`src/rtl/led_sched_pkg.sv`:
```
// Shared encodings and arbitration helper for the port LED source scheduler.
package led_sched_pkg;

    localparam logic [1:0] GNT_VER  = 2'd0;
    localparam logic [1:0] GNT_ERR  = 2'd1;
    localparam logic [1:0] GNT_DL   = 2'd2;
    localparam logic [1:0] GNT_LINK = 2'd3;

    typedef enum logic [1:0] {
        IDLE = 2'd0,
        HOLD = 2'd1,
        OPEN = 2'd2
    } sched_state_t;

    // Fixed priority ver > err > dl; link is the fallback and needs no request.
    function automatic logic [1:0] pick_winner(input logic req_ver,
                                               input logic req_err,
                                               input logic req_dl);
        if (req_ver)      return GNT_VER;
        else if (req_err) return GNT_ERR;
        else if (req_dl)  return GNT_DL;
        else              return GNT_LINK;
    endfunction

endpackage

```
`src/rtl/ms_timebase.sv`:
```
// Millisecond prescaler: free-running 0..CLK_DIV-1 count with a 1-cycle tick at the top.
module ms_timebase #(
    parameter int CLK_DIV = 50000
) (
    input  logic clk,
    input  logic rst,
    input  logic en,
    output logic tick_ms
);

    localparam int W = (CLK_DIV > 1) ? $clog2(CLK_DIV) : 1;
    localparam logic [W-1:0] LAST = W'(CLK_DIV - 1);

    logic [W-1:0] cnt;

    assign tick_ms = en & ~rst & (cnt == LAST);

    always_ff @(posedge clk) begin
        if (rst || !en) begin
            cnt <= '0;
        end else if (cnt == LAST) begin
            cnt <= '0;
        end else begin
            cnt <= cnt + 1'b1;
        end
    end

endmodule

```
`src/rtl/led_src_sched.sv`:
```
// Port LED source scheduler: priority grant with minimum hold time, blink and activity stretch.
//
//   state | meaning
//   IDLE  | no request, link/activity shown (grant=3)
//   HOLD  | source freshly granted, only ver preemption or request drop can move it
//   OPEN  | hold time served, winner re-evaluated every cycle
module led_src_sched
    import led_sched_pkg::*;
#(
    parameter int CLK_DIV  = 50000,
    parameter int HOLD_MS  = 200,
    parameter int BLINK_MS = 100
) (
    input  logic       clk,
    input  logic       rst,
    input  logic       c_done,
    input  logic       req_ver,
    input  logic       ver_led,
    input  logic       req_err,
    input  logic       req_dl,
    input  logic       link_on,
    input  logic       rx_act,
    output logic       led_on,
    output logic [1:0] grant,
    output logic       tick_ms
);

    if (CLK_DIV < 1 || HOLD_MS < 1 || BLINK_MS < 1) begin : g_param_check
        $error("led_src_sched: CLK_DIV, HOLD_MS and BLINK_MS must all be nonzero");
    end

    localparam int HW = (HOLD_MS > 0)  ? $clog2(HOLD_MS + 1)  : 1;
    localparam int BW = (BLINK_MS > 0) ? $clog2(BLINK_MS + 1) : 1;
    localparam logic [HW-1:0] HOLD_LD  = HW'(HOLD_MS);
    localparam logic [BW-1:0] BLINK_LD = BW'(BLINK_MS);

    sched_state_t   state, state_nxt;
    logic [1:0]     grant_nxt;
    logic [1:0]     winner;
    logic [HW-1:0]  hold_cnt, hold_nxt;
    logic [BW-1:0]  blink_cnt, act_cnt;
    logic           phase;
    logic           req_ver_d;
    logic           sync_rst;
    logic           any_req;
    logic           gnt_req;
    logic           ver_rise;

    assign sync_rst = rst | ~c_done;
    assign winner   = pick_winner(req_ver, req_err, req_dl);
    assign any_req  = req_ver | req_err | req_dl;
    assign ver_rise = req_ver & ~req_ver_d;

    ms_timebase #(.CLK_DIV(CLK_DIV)) u_timebase (
        .clk     (clk),
        .rst     (rst),
        .en      (c_done),
        .tick_ms (tick_ms)
    );

    always_comb begin
        gnt_req = 1'b1;
        case (grant)
            GNT_VER: gnt_req = req_ver;
            GNT_ERR: gnt_req = req_err;
            GNT_DL:  gnt_req = req_dl;
            default: gnt_req = 1'b1;
        endcase
    end

    always_comb begin
        state_nxt = state;
        grant_nxt = grant;
        hold_nxt  = hold_cnt;
        case (state)
            IDLE: begin
                grant_nxt = GNT_LINK;
                if (any_req) begin
                    state_nxt = HOLD;
                    grant_nxt = winner;
                    hold_nxt  = HOLD_LD;
                end
            end
            HOLD: begin
                // Preempt outranks re-arbitration, which outranks the hold count.
                if (ver_rise && grant != GNT_VER) begin
                    grant_nxt = GNT_VER;
                    hold_nxt  = HOLD_LD;
                end else if (!gnt_req) begin
                    if (any_req) begin
                        grant_nxt = winner;
                        hold_nxt  = HOLD_LD;
                    end else begin
                        state_nxt = IDLE;
                        grant_nxt = GNT_LINK;
                    end
                end else if (hold_cnt == '0) begin
                    state_nxt = OPEN;
                end else if (tick_ms) begin
                    hold_nxt = hold_cnt - 1'b1;
                end
            end
            OPEN: begin
                if (!any_req) begin
                    state_nxt = IDLE;
                    grant_nxt = GNT_LINK;
                end else if (winner != grant) begin
                    state_nxt = HOLD;
                    grant_nxt = winner;
                    hold_nxt  = HOLD_LD;
                end
            end
            default: begin
                state_nxt = IDLE;
                grant_nxt = GNT_LINK;
            end
        endcase
    end

    always_ff @(posedge clk) begin
        if (sync_rst) begin
            state     <= IDLE;
            grant     <= GNT_LINK;
            hold_cnt  <= '0;
            req_ver_d <= 1'b0;
        end else begin
            state     <= state_nxt;
            grant     <= grant_nxt;
            hold_cnt  <= hold_nxt;
            req_ver_d <= req_ver;
        end
    end

    // A decrement that would reach zero reloads instead, so phase toggles every BLINK_MS ticks.
    always_ff @(posedge clk) begin
        if (sync_rst) begin
            phase     <= 1'b1;
            blink_cnt <= '0;
        end else if (grant_nxt != grant) begin
            phase     <= 1'b1;
            blink_cnt <= BLINK_LD;
        end else if (tick_ms) begin
            if (blink_cnt <= BW'(1)) begin
                blink_cnt <= BLINK_LD;
                phase     <= ~phase;
            end else begin
                blink_cnt <= blink_cnt - 1'b1;
            end
        end
    end

    always_ff @(posedge clk) begin
        if (sync_rst) begin
            act_cnt <= '0;
        end else if (rx_act) begin
            act_cnt <= BLINK_LD;
        end else if (tick_ms && act_cnt != '0) begin
            act_cnt <= act_cnt - 1'b1;
        end
    end

    always_ff @(posedge clk) begin
        if (sync_rst) begin
            led_on <= 1'b0;
        end else begin
            case (grant)
                GNT_VER: led_on <= ver_led;
                GNT_ERR: led_on <= phase;
                GNT_DL:  led_on <= 1'b1;
                default: led_on <= link_on & (act_cnt == '0);
            endcase
        end
    end

endmodule

```
`config.mk`:
```
export PLATFORM = sky130hd
export DESIGN_NAME = led_src_sched
export DESIGN_NICKNAME = d
export VERILOG_FILES = /design/src/rtl/led_sched_pkg.sv /design/src/rtl/ms_timebase.sv /design/src/rtl/led_src_sched.sv
export SDC_FILE = /design/constraint.sdc
export NUM_CORES = 1
export LEC_CHECK = 0
export BUFFER_PORTS_ARGS = -buffer_cell sky130_fd_sc_hd__clkbuf_2
export CORE_MARGIN = 2
export CORE_UTILIZATION = 35
export CTS_BUF_LIST = sky130_fd_sc_hd__clkbuf_2
export DETAILED_ROUTE_END_ITERATION = 10
export GPL_ROUTABILITY_DRIVEN = 0
export SLEW_MARGIN = 0
export SYNTH_ARGS = -nofsm -noshare
export SYNTH_HDL_FRONTEND = slang
export SYNTH_SLANG_ARGS = --single-unit
export TNS_END_PERCENT = 1
```
`constraint.sdc`:
```
create_clock -name clk -period 2.25 [get_ports clk]
set_input_delay 0.5625 -clock clk [delete_from_list [all_inputs] [get_ports clk]]
set_output_delay 0.5625 -clock clk [all_outputs]
set_load 0.02 [all_outputs]
```
==> results.ini <==
[clock_tree]
insertion_delay_ns = 0.44
cts_sinks = 45
cts_root_buf = clkbuf_2
htree_levels = 2
cts_tree = yes
cts_buffers = 5
cts_hold_buf = 0
cts_buffer_depth = 2
clkTransAtPathRegs_ns = 0.25

[setup_path]
cp.depth = 4
timing.rr.end = act_cnt[3]
cp_top_family = simple AND/OR/NAND/NOR gates
crit_required_ns = 1.69
r2r_cells = 6
crit_start = u_timebase.cnt[7]
crit_end = tick_ms
rrSetupSlack_ns = 0.11
crit_fanout = 4
slowest_delay_ns = 0.42
timing.rr.start = u_timebase.cnt[7]
cp_num_buf_inv = 1
cpMaxStageDelayCell = dfxtp_4
crit_arrival_ns = 1.63
critPathLaunchType = flip-flop
end_kind = output port
crit_type = flip-flop to output port
crit_chain = nor4b_4 -> nand4_4 -> nor2_4 -> buf_8

[finish]
num-nets-final = 395
drive_above_1_share_pct = 20.80
fillCellCount = 829
areaGrowthSynthToFinish_pct = 17.04
utilization_pct = 42.38
diodes = 0

[timing]
slew_headroom_pct = 59.08
fin_crit_sh_pct = 97.50
setup_viol = 0
max_slew.worst_pin.slew_ns = 0.6082
maxSlewViolCount = 0
layout_min_cycle_time_ns = 2.194
timing.fmax_mhz = 455.9
rsz0062_at_grt = yes
worst_clock_skew_ns = 0.02113
holdWs_ns = 0.3877
setup_tns_ns = 0
hold_viol_final = 0

[route]
wl_per_cell_um = 14.41
vias_per_cell = 5.507
drc = 0
finalWirelength_um = 6873
via_count = 2627
ant_nets = 0
drtIter0Drc = 121
first_pass_iters = 4

[placement]
portBuffers = 12
place_hpwl_um = 5182

[synthesis]
synth_top_area_share_pct = 32.03
ys_ff_latch = 45
yosysTopAreaCell = dfxtp_1
yosysWarnings = 0
postSynthAreaPerCell_um2 = 8.322
synth.most_common_cell = nor2_1
synthFlopType = dfxtp_1
yosys-top-cells-area = dfxtp_1, nor2_1, ha_1
synth.distinct_cells = 59
ys_top_cells_by_count = nor2_1, dfxtp_1, nand2_1
synthCells = 338
synth_edf_count = 0
async_flop_share_pct = 0
syn_area_um2 = 2813
yosysSeqAreaShare_pct = 32.03
synthesis.nets = 358

[global_route]
antenna_found_initial = 0
grt_pass1_vias = 2482
grt_max_degree = 17
grt_pass1_wl_um = 11550
overflow = 0
gr-usage-all-layers_pct = 16.25

[floorplan]
fp-row-count = 32
dieArea_um2 = 8769
die_h_um = 93.65
die_w_um = 93.65
coreArea_um2 = 7767
io_pins = 13
start_util_pct = 36.21

[power]
pwr-share-comb_pct = 22.6
clockPowerShare_pct = 23.1
power.leakage_nw = 1.202
vdd_ir_drop_max_v = 0.0002606
power.density_nw_per_um2 = 472.9
p_switching_mw = 0.5113
power.internal_mw = 1.045
seqPwrFrac_pct = 54.3
swShare_pct = 32.84

[run]
maxCapViolCount = 0

[status]
status = finished clean

[hold_path]
hold_class = input pin to flip-flop

[logic make-up after synthesis]
kind of cell             after synthesis  share of synthesized area (%)
AO/OA/AOI/OAI                         71                          18.77
XOR/XNOR                              23                          7.162
adder cells (fa/ha/maj)               11                          4.893
buffers and inverters                 29                          3.959
flip-flops                            45                          32.03
multiplexers                           5                          1.868
AND/OR/NAND/NOR                      154                          31.32
[worst min path at each step]
stage	from	end	slack, ns	cells after the start
after floorplan	u_timebase.cnt[0]	u_timebase.cnt[0]	0.43	1
after global placement	u_timebase.cnt[0]	u_timebase.cnt[0]	0.44	1
after detailed placement	u_timebase.cnt[0]	u_timebase.cnt[0]	0.45	1
after CTS	link_on	led_on	0.36	3
after global routing	rx_act	act_cnt[2]	0.37	2
final	link_on	led_on	0.39	3
[area by class of cell]
cell class / instances / area [um2] / area share, %
Clock inverter: 2 / 13.76 / 0.4181
Sequential cell: 45 / 914.6 / 27.78
Multi-Input combinational cell: 264 / 1833 / 55.68
Clock buffer: 5 / 25.02 / 0.7602
Inverter: 13 / 48.80 / 1.482
Tap cell: 102 / 127.6 / 3.877
Timing Repair Buffer: 46 / 329.1 / 9.996
[per-layer routing]
layer | GRT usage [%] | vias to the layer above | share of wire, %
met5 | 0 | - | 0
met2 | 27.34 | 41 | 48
met4 | 2.899 | 0 | 0.64
met3 | 3.304 | 5 | 3.2
li1 | - | 1326 | -
met1 | 21.78 | 1255 | 48
[layout by cell type, fill, tap and decap left out, types with 5 or more instances in the layout]
| cell | count |
|---|---|
| ha_1 | 11 |
| and3_1 | 6 |
| a31oi_1 | 5 |
| clkbuf_2 | 16 |
| nand2_1 | 19 |
| buf_4 | 33 |
| inv_1 | 13 |
| nor2_1 | 45 |
| dfxtp_2 | 5 |
| xor2_1 | 10 |
| dfxtp_1 | 38 |
| a21oi_1 | 7 |
| o21ai_0 | 11 |
| nor4_1 | 10 |
| nor3_1 | 7 |
| nand4_1 | 5 |
| nand2b_1 | 7 |
| o211ai_1 | 5 |
| o31ai_1 | 6 |
| nand3_1 | 16 |
| a211oi_1 | 6 |
| and2_1 | 6 |
| xnor2_1 | 13 |
[power groups by stage]
| stage | Sequential [mW] | Clock (mW) | Combinational (mW) |
|---|---|---|---|
| finish | 0.845 | 0.359 | 0.352 |
| global route | 0.849 | 0.402 | 0.391 |
| CTS | 0.845 | 0.378 | 0.344 |
| detailed placement | 0.862 | 0 | 0.340 |
| global placement | 0.862 | 0 | 0.341 |
| floorplan | 0.858 | 0 | 0.229 |
[stage by stage]
step | std cells | power (mW) | cell area (um2) | setup slack [ns]
after detailed placement | 466 | 1.202 | 3163 | -0.006495
after floorplan | 338 | 1.087 | 2813 | 0.1672
after global placement | 466 | 1.202 | 3163 | 0.05645
after CTS | 477 | 1.566 | 3266 | 0.006306
after global routing | 477 | 1.642 | 3292 | -0.05910
final | 477 | 1.557 | 3292 | 0.05631
[repair_timing]
action / 4_1_cts / 5_1_grt
setup buffers: 4 / 0
endpoints found under the setup margin: 1 / 9
pin swaps: 2 / 3
resized for setup: 13 / 7
[tightest hold or removal path: cells and delay by family]
family | cells | cell delay (ns)
AND/OR/NAND/NOR | 1 | 0.10
buffers and inverters | 1 | 0.08
AO/OA/AOI/OAI | 1 | 0.08
[flip-flops by register name, indices dropped and copies added (netlist names)]
name / cells
phase: 1
hold_cnt: 8
act_cnt: 7
u_timebase.cnt: 16
led_on: 1
state: 2
grant: 2
blink_cnt: 7
req_ver_d: 1
Power figures use the tool's default switching activity.
